==> src/rtl/uart_loader_pkg.sv <==
// Shared types and defaults for the boot-time UART program loader.
package uart_loader_pkg;

    localparam int DATA_WID = 32;

    localparam logic [DATA_WID-1:0] LOADER_BASE       = 32'h0000_0000;
    localparam int                  LOADER_WORD_LIMIT = 16384;
    localparam int                  LOADER_TIMEOUT    = 5_000_000;

    typedef enum logic [2:0] {
        ST_LEN,
        ST_DATA,
        ST_DRAIN,
        ST_DONE,
        ST_ERR
    } loader_state_e;

    // Next word-aligned address; wraps naturally at 2^DATA_WID.
    function automatic logic [DATA_WID-1:0] next_word_addr(input logic [DATA_WID-1:0] a);
        return a + DATA_WID'(4);
    endfunction

endpackage

==> src/rtl/uart_loader_word_assembler.sv <==
// Collects little-endian bytes into 32-bit words. The word is presented
// combinationally on the cycle its 4th byte arrives so the loader can act on
// it at the very next edge.
module word_assembler
    import uart_loader_pkg::*;
(
    input  logic                clk_i,
    input  logic                rst_ni,
    input  logic                clear_i,
    input  logic                byte_valid_i,
    input  logic [7:0]          byte_i,
    output logic                word_valid_o,
    output logic [DATA_WID-1:0] word_o,
    output logic [1:0]          idx_o
);

    logic [1:0]  idx_q;
    logic [23:0] low_q;

    // Byte index and storage for the three low bytes of the word in progress.
    always_ff @(posedge clk_i or negedge rst_ni) begin
        if (!rst_ni) begin
            idx_q <= 2'd0;
            low_q <= 24'd0;
        end else if (clear_i) begin
            idx_q <= 2'd0;
            low_q <= 24'd0;
        end else if (byte_valid_i) begin
            idx_q <= idx_q + 2'd1;
            case (idx_q)
                2'd0:    low_q[7:0]   <= byte_i;
                2'd1:    low_q[15:8]  <= byte_i;
                2'd2:    low_q[23:16] <= byte_i;
                default: ;
            endcase
        end
    end

    assign word_valid_o = byte_valid_i && !clear_i && (idx_q == 2'd3);
    assign word_o       = {byte_i, low_q};
    assign idx_o        = idx_q;

endmodule

==> src/rtl/uart_loader.sv <==
// Boot loader: reads a length-prefixed little-endian image from the UART and
// writes it word by word through memory port B, then releases the core.
module uart_loader
    import uart_loader_pkg::*;
#(
    parameter logic [DATA_WID-1:0] BASE_ADDR  = LOADER_BASE,
    parameter int                  WORD_LIMIT = LOADER_WORD_LIMIT,
    parameter int                  TIMEOUT    = LOADER_TIMEOUT
) (
    input  logic                clk_i,
    input  logic                rst_ni,
    input  logic                rx_valid_i,
    input  logic [7:0]          rx_byte_i,
    input  logic                start_i,
    output logic [DATA_WID-1:0] uart_addr_o,
    output logic [DATA_WID-1:0] uart_data_o,
    output logic                uart_we_o,
    output logic                uart_done_o,
    output logic                err_o,
    output logic [DATA_WID-1:0] words_loaded_o
);

    localparam logic [DATA_WID-1:0] LIMIT_W = DATA_WID'(WORD_LIMIT);
    localparam logic [DATA_WID-1:0] TOUT_W  = DATA_WID'(TIMEOUT);

    loader_state_e       state_q;
    logic [DATA_WID-1:0] addr_q, data_q, words_q, remain_q, idle_q;
    logic                we_q, done_q, err_q;

    logic                byte_acc;
    logic                word_valid;
    logic [DATA_WID-1:0] word;
    logic [1:0]          byte_idx;
    logic                idle_run;

    // A restart pulse always beats a coincident byte.
    assign byte_acc = rx_valid_i && !start_i &&
                      ((state_q == ST_LEN) || (state_q == ST_DATA));

    // Idle timer only runs once a load has visibly begun.
    assign idle_run = (state_q == ST_DATA) ||
                      ((state_q == ST_LEN) && (byte_idx != 2'd0));

    word_assembler u_asm (
        .clk_i        (clk_i),
        .rst_ni       (rst_ni),
        .clear_i      (start_i),
        .byte_valid_i (byte_acc),
        .byte_i       (rx_byte_i),
        .word_valid_o (word_valid),
        .word_o       (word),
        .idx_o        (byte_idx)
    );

    // Loader FSM with its counters, address and registered outputs.
    always_ff @(posedge clk_i or negedge rst_ni) begin
        if (!rst_ni) begin
            state_q  <= ST_LEN;
            addr_q   <= BASE_ADDR;
            data_q   <= '0;
            words_q  <= '0;
            remain_q <= '0;
            idle_q   <= '0;
            we_q     <= 1'b0;
            done_q   <= 1'b0;
            err_q    <= 1'b0;
        end else begin
            we_q <= 1'b0;

            // The cycle after a strobe, step to the next word slot.
            if (we_q) begin
                addr_q  <= next_word_addr(addr_q);
                words_q <= words_q + DATA_WID'(1);
            end

            if (start_i) begin
                state_q  <= ST_LEN;
                addr_q   <= BASE_ADDR;
                words_q  <= '0;
                remain_q <= '0;
                idle_q   <= '0;
                done_q   <= 1'b0;
                err_q    <= 1'b0;
            end else begin
                if (byte_acc) begin
                    idle_q <= '0;
                end else if (idle_run) begin
                    idle_q <= idle_q + DATA_WID'(1);
                    if (idle_q + DATA_WID'(1) == TOUT_W) begin
                        state_q <= ST_ERR;
                        err_q   <= 1'b1;
                    end
                end else begin
                    idle_q <= '0;
                end

                case (state_q)
                    ST_LEN: begin
                        if (word_valid) begin
                            if (word == '0) begin
                                state_q <= ST_DONE;
                                done_q  <= 1'b1;
                            end else if (word > LIMIT_W) begin
                                state_q <= ST_ERR;
                                err_q   <= 1'b1;
                            end else begin
                                state_q  <= ST_DATA;
                                remain_q <= word;
                                addr_q   <= BASE_ADDR;
                            end
                        end
                    end
                    ST_DATA: begin
                        if (word_valid) begin
                            data_q   <= word;
                            we_q     <= 1'b1;
                            remain_q <= remain_q - DATA_WID'(1);
                            if (remain_q == DATA_WID'(1)) begin
                                state_q <= ST_DRAIN;
                            end
                        end
                    end
                    ST_DRAIN: begin
                        state_q <= ST_DONE;
                        done_q  <= 1'b1;
                    end
                    default: ;
                endcase
            end
        end
    end

    assign uart_addr_o    = addr_q;
    assign uart_data_o    = data_q;
    assign uart_we_o      = we_q;
    assign uart_done_o    = done_q;
    assign err_o          = err_q;
    assign words_loaded_o = words_q;

endmodule

==> config.mk <==
export PLATFORM = sky130hd
export DESIGN_NAME = uart_loader
export DESIGN_NICKNAME = d
export VERILOG_FILES = /design/src/rtl/uart_loader_pkg.sv /design/src/rtl/uart_loader_word_assembler.sv /design/src/rtl/uart_loader.sv
export SDC_FILE = /design/constraint.sdc
export NUM_CORES = 1
export LEC_CHECK = 0
export CORE_MARGIN = 2
export CORE_UTILIZATION = 50
export CTS_CLUSTER_DIAMETER = 30
export CTS_CLUSTER_SIZE = 40
export DETAILED_ROUTE_END_ITERATION = 12
export PLACE_DENSITY = 0.72
export SETUP_SLACK_MARGIN = 0.02
export SYNTH_ARGS = -nofsm -noshare
export SYNTH_HDL_FRONTEND = slang
export SYNTH_SLANG_ARGS = --single-unit
==> constraint.sdc <==
create_clock -name clk_i -period 3.4 [get_ports clk_i]
set_input_delay 0.68 -clock clk_i [delete_from_list [all_inputs] [get_ports clk_i]]
set_output_delay 0.68 -clock clk_i [all_outputs]
set_load 0.05 [all_outputs]
Word level (Yosys, flattened, before mapping)
Index checks and enable logic that the tools add are counted.
{"block": "word_totals", "regBits": 192, "out_inout_bits": 99}
{"block": "classes", "add_sub_neg": 5, "n_lt_le_gt_ge": 1, "eq_ne": 12, "n_mux": 49, "bitwise": 1, "n_reduce_logical": 25}
{"op": "32-bit two-way mux", "count": 16}
{"op": "32-bit by 1-bit adder with 32-bit output (second input constant)", "count": 2}
{"op": "32-bit one-hot mux with 2 select lines", "count": 1}
{"op": "24-bit two-way mux", "count": 2}
{"op": "32-bit by 3-bit adder with 32-bit output (second input constant)", "count": 1}
{"op": "32-bit by 1-bit == test with 1-bit output (second input constant)", "count": 1}
{"op": "32-bit by 23-bit == test with 1-bit output (second input constant)", "count": 1}
{"op": "32-bit by 15-bit > comparator with 1-bit output (second input constant)", "count": 1}
{"op": "32-bit logical NOT", "count": 1}
{"op": "32-bit by 1-bit subtractor with 32-bit output (second input constant)", "count": 1}
{"op": "3-bit two-way mux", "count": 9}
{"op": "8-bit two-way mux", "count": 3}
{"op": "1-bit two-way mux", "count": 14}
{"op": "2-bit nonzero test", "count": 6}
{"op": "3-bit by 2-bit != test with 1-bit output (second input constant)", "count": 3}
{"op": "3-bit one-hot mux with 3 select lines", "count": 1}
{"op": "3-bit != test (second input constant)", "count": 2}
{"op": "2-bit AND reduction", "count": 3}
{"op": "3-bit AND reduction", "count": 2}
{"op": "3-bit nonzero test", "count": 2}
{"op": "1-bit logical AND", "count": 5}
{"op": "5-bit AND reduction", "count": 1}
{"op": "2-bit == test (second input constant)", "count": 2}
{"op": "2-bit two-way mux", "count": 2}
{"op": "10 further kinds", "count": 11}

Longest topological paths before layout
{"block": "logic_depth", "word_depth": 10, "ltp_mapped": 9, "mapped_depth_nobuf": 8}

Cells and area by module
A second synthesis with hierarchy kept.
{"block": "unflattened", "hier_cells": 1050, "area_unflattened_um2": 9669.3}
{"module": "uart_loader", "instances": 1, "cells_per_inst": 941, "area_each_um2": 8368.0, "seq_area_each_um2": 4103.9}
{"module": "word_assembler", "instances": 1, "cells_per_inst": 109, "area_each_um2": 1301.2, "seq_area_each_um2": 650.6}

Least setup slack after synthesis
No wires, ideal clock.
{"block": "synth_path", "path_type": "reg2reg", "from": "register idle_q[0]", "to": "register state_q[0]", "setup_time_ns": 0.126, "arrival_ns": 2.503, "required_time_ns": 3.274, "slack_ns": 0.771, "stages_incl_launch_ff": 10, "path_buffers": 2, "path_cell_list": "dfrtp_1 ha_1 clkbuf_2 nand2_1 or4_4 buf_6 or4b_1 a22oi_1 nand4_1 o311a_1"}
{"block": "synth_via", "elab_chain_cells": 9, "elab_cells_between_ends": 10, "classes_between": "add/sub (1); eq/ne (1); mux (8)"}
{"element": "from (decl)", "line_no": "uart_loader.sv:27", "rtl": "logic [DATA_WID-1:0] addr_q, data_q, words_q, remain_q, idle_q;"}
{"element": "from (signal assigned)", "line_no": "uart_loader.sv:88", "rtl": "idle_q <= idle_q + DATA_WID'(1);"}
{"element": "32-bit by 1-bit adder with 32-bit output (*)", "line_no": "uart_loader.sv:89", "rtl": "if (idle_q + DATA_WID'(1) == TOUT_W) begin"}
{"element": "32-bit by 23-bit == test with 1-bit output (*)", "line_no": "uart_loader.sv:89"}
{"element": "3-bit two-way mux (*)", "line_no": "uart_loader.sv:89"}
{"element": "3-bit two-way mux (*)", "line_no": "uart_loader.sv:87", "rtl": "end else if (idle_run) begin"}
{"element": "3-bit two-way mux (*)", "line_no": "uart_loader.sv:85", "rtl": "if (byte_acc) begin"}
{"element": "3-bit two-way mux", "line_no": "uart_loader.sv:118", "rtl": "if (remain_q == DATA_WID'(1)) begin"}
{"element": "3-bit two-way mux", "line_no": "uart_loader.sv:114", "rtl": "if (word_valid) begin"}
{"element": "3-bit one-hot mux with 3 select lines (*)", "line_no": "uart_loader.sv:97", "rtl": "case (state_q)"}
{"element": "3-bit two-way mux (*)", "line_no": "uart_loader.sv:76", "rtl": "if (start_i) begin"}
{"element": "to (signal assigned)", "line_no": "uart_loader.sv:77", "rtl": "state_q <= ST_LEN;"}
{"element": "to (signal assigned)", "line_no": "uart_loader.sv:101", "rtl": "state_q <= ST_DONE;"}
{"element": "to (signal assigned)", "line_no": "uart_loader.sv:119", "rtl": "state_q <= ST_DRAIN;"}
{"element": "to (decl)", "line_no": "uart_loader.sv:26", "rtl": "loader_state_e state_q;"}
Mark *: on every way between the ends. The rest lies on a longest branch, timed or not.
A chain may end at the register's enable or synchronous reset.

Final worst setup path
{"block": "layout_path", "from": "register idle_q[4]", "to": "register state_q[0]"}
Same word-level chain as after synthesis.

==> results.yml <==
drt:
  wire_per_inst_um: 16.1
  routed_wl_mm: 23.0
  drc: 0
  drtAntennaViolNets: 0
  num_vias: 8015
  firstDrtPassIters: 6
  drtIter0Drc: 619
  vias_per_cell: 5.63
cts:
  ctsHtreeMaxLevel: 4
  cts-root-buf: "clkbuf_16"
  postCtsSetupRepairBufs: 0
  cts.sinks: 190
  cts_tree: "done"
  cts_resized: 0
  clkTransAtPathRegs_ns: 0.07
  clockBufferDepth: 2
  numCtsBuffers: 17
  insertion_delay_ns: 0.44
  hold_buffers: 0
synth:
  synthCells: 1088
  yosys_register_bits: 190
  synth_cell_types: 69
  ys_warn_count: 0
  syn_area_per_cell_um2: 8.81
  synth-async-reset-ratio_pct: 100
  syn_area_mm2: 0.00958
  seq_area_frac_synth_pct: 49.6
  synth_edf_count: 0
  synthFlopType: "dfrtp_1"
global_routing:
  grt_pass1_wl_mm: 38.1
  antenna_found_initial: 0
  grt_overflow: 0
  first_global_vias: 7439
  grt_usage_pct: 23.3
  grt_max_degree: 82
floorplan:
  num_io_pins: 111
  rows: 50
  die_x_um: 142
  dieHeight_um: 142
  core_area_mm2: 0.0188
  initial_core_util_pct: 51.1
  dieArea_mm2: 0.0203
setup_path:
  cp-start-kind: "flop"
  critPathMaxFanout: 12
  reg2regPathDepth: 6
  critical_path_arrival_ns: 3.25
  crit_chain: "nand4_2, or4_4, or4_1, a22oi_1, nand4_1, o311a_1"
  crit_path_top_delay_cell: "or4_4"
  reg2reg_from: "idle_q[4]"
  critPathMaxStageDelay_ns: 0.68
  critPathTopFamily: "simple AND/OR/NAND/NOR gates"
  regToRegEndpoint: "state_q[0]"
  critical_path_buf_inv_count: 0
  r2r_slack_ns: 0.46
  crit_type: "reg -> reg"
  crit_required_ns: 3.72
  cp-end-kind: "flop"
placement:
  gp_congestion: 0.815
  io_buffers: 108
  hpwl_mm: 15.6
  dpl_cell_area_mm2: 0.0109
run:
  maxCapViolCount: 0
layout:
  final_util_pct: 61.2
  fin_area_mm2: 0.0115
  final_common_cell: "nand2_1"
  diodes: 0
  drive_above_1_share_pct: 6.30
  final_nets: 1198
  area_delta_synth_final_pct: 19.8
  final_cell_mix: "nand2_1 (194), dfrtp_1 (190), nor2_1 (141), clkdlybuf4s50_1 (106), a21oi_1 (69)"
  fillers: 1654
timing:
  fin_crit_ns: 2.94
  relSlewSlack_pct: 33.4
  tightestPinTransition_ns: 0.997
  tns_ns: 0
  finalSetupViolations: 0
  fin_skew_ns: 0.0123
  fmax_mhz: 341
  final_max_slew_viol_count: 0
  hold_viol: 0
  fin_crit_sh_pct: 86.4
  rsz0062_at_grt: "false"
status:
  status: "finished, final reports clean"
worst_hold_path:
  min_path_type: "in -> async"
power_and_ir_drop:
  powerDensity_mw_per_mm2: 411
  ir_worst_vdd_mv: 0.313
  leakage_nw: 4.84
==> flip-flops by register name, indices dropped and copies added (netlist names), 2 cells and up <==
signal,flops
state_q,3
uart_addr_o,30
u_asm.idx_o,2
words_loaded_o,32
remain_q,32
idle_q,32
uart_data_o,32
u_asm.low_q,24
==> Yosys cell counts (9+ instances only) <==
master | number | area (um^2)
nand3_1 | 42 | 210
nand2_1 | 195 | 732
nand4_1 | 33 | 206
ha_1 | 9 | 113
clkbuf_1 | 42 | 158
and3_1 | 10 | 62.6
inv_1 | 21 | 78.8
or3_1 | 13 | 81.3
nor3_1 | 30 | 150
nor2_1 | 141 | 529
o21ai_0 | 63 | 315
a21oi_1 | 69 | 345
and2_1 | 11 | 68.8
dfrtp_1 | 190 | 4750
xnor2_1 | 39 | 342
xor2_1 | 48 | 420
nor4_1 | 24 | 150
==> how the worst max path moves through the flow <==
| stage | startpoint | endpoint | slack [ns] | cells past startpoint |
|---|---|---|---|---|
| floorplan | idle_q[0] | state_q[0] | 0.77 | 9 |
| global placement | rx_valid_i | remain_q[7] | 0.45 | 9 |
| detailed placement | rx_valid_i | remain_q[7] | 0.39 | 9 |
| CTS | idle_q[4] | state_q[0] | 0.46 | 6 |
| global route | idle_q[4] | state_q[0] | 0.28 | 6 |
| finish | idle_q[4] | state_q[0] | 0.46 | 6 |
==> cell families after synthesis <==
| logic type | count (synthesis) | share of synthesized area, % |
|---|---|---|
| xor gates and xnor gates | 87 | 7.95 |
| AOI/OAI and AO/OA | 170 | 10.1 |
| other | 1 | 0.0391 |
| DFF | 190 | 49.6 |
| buffers and inverters | 82 | 3.62 |
| adders and majority gates | 9 | 1.18 |
| muxes | 2 | 0.209 |
| and+or+nand+nor | 547 | 27.3 |
==> power by group <==
part           total, W  internal (W)  switching [W]
combinational  0.000355      0.000107       0.000248
clock           0.00203       0.00112       0.000906
sequential      0.00233       0.00229      0.0000409
total           0.00472       0.00352        0.00119
==> worst reg2reg max path, cell delays in order, from the launching register on <==
cell	delay, ns
dfrtp_1	0.48
nand4_2	0.33
or4_4	0.68
or4_1	0.53
a22oi_1	0.25
nand4_1	0.18
o311a_1	0.37
==> through the flow <==
stage,instances,worst slack [ns],power [W],hold WS [ns]
after CTS,1424,0.464,0.00475,0.321
after detailed placement,1392,0.386,0.00273,0.463
after global placement,1392,0.448,0.00273,0.458
after global routing,1424,0.280,0.00489,0.340
final,1424,0.464,0.00472,0.272
after floorplan,1089,0.771,0.00257,0.384
==> metal layers <==
layer	part of all wire [%]	track usage (%)	vias to the layer above
met5	0	0	-
met4	2.0	7.50	0
met3	4.7	4.27	36
met2	47	36.2	222
met1	46	33.3	3858
li1	-	-	3899
==> layout make-up <==
cell class | count | area, um^2 | share of cell area [%]
sequential | 190 | 4750 | 41.4
multi-input combinational | 817 | 4490 | 39.1
timing repair buffer | 129 | 1260 | 11.0
clock buffer | 19 | 443 | 3.86
tap | 234 | 293 | 2.55
clock inverter | 13 | 154 | 1.34
inverter | 22 | 82.6 | 0.719
No activity file was read; power rests on OpenSTA's default activity.
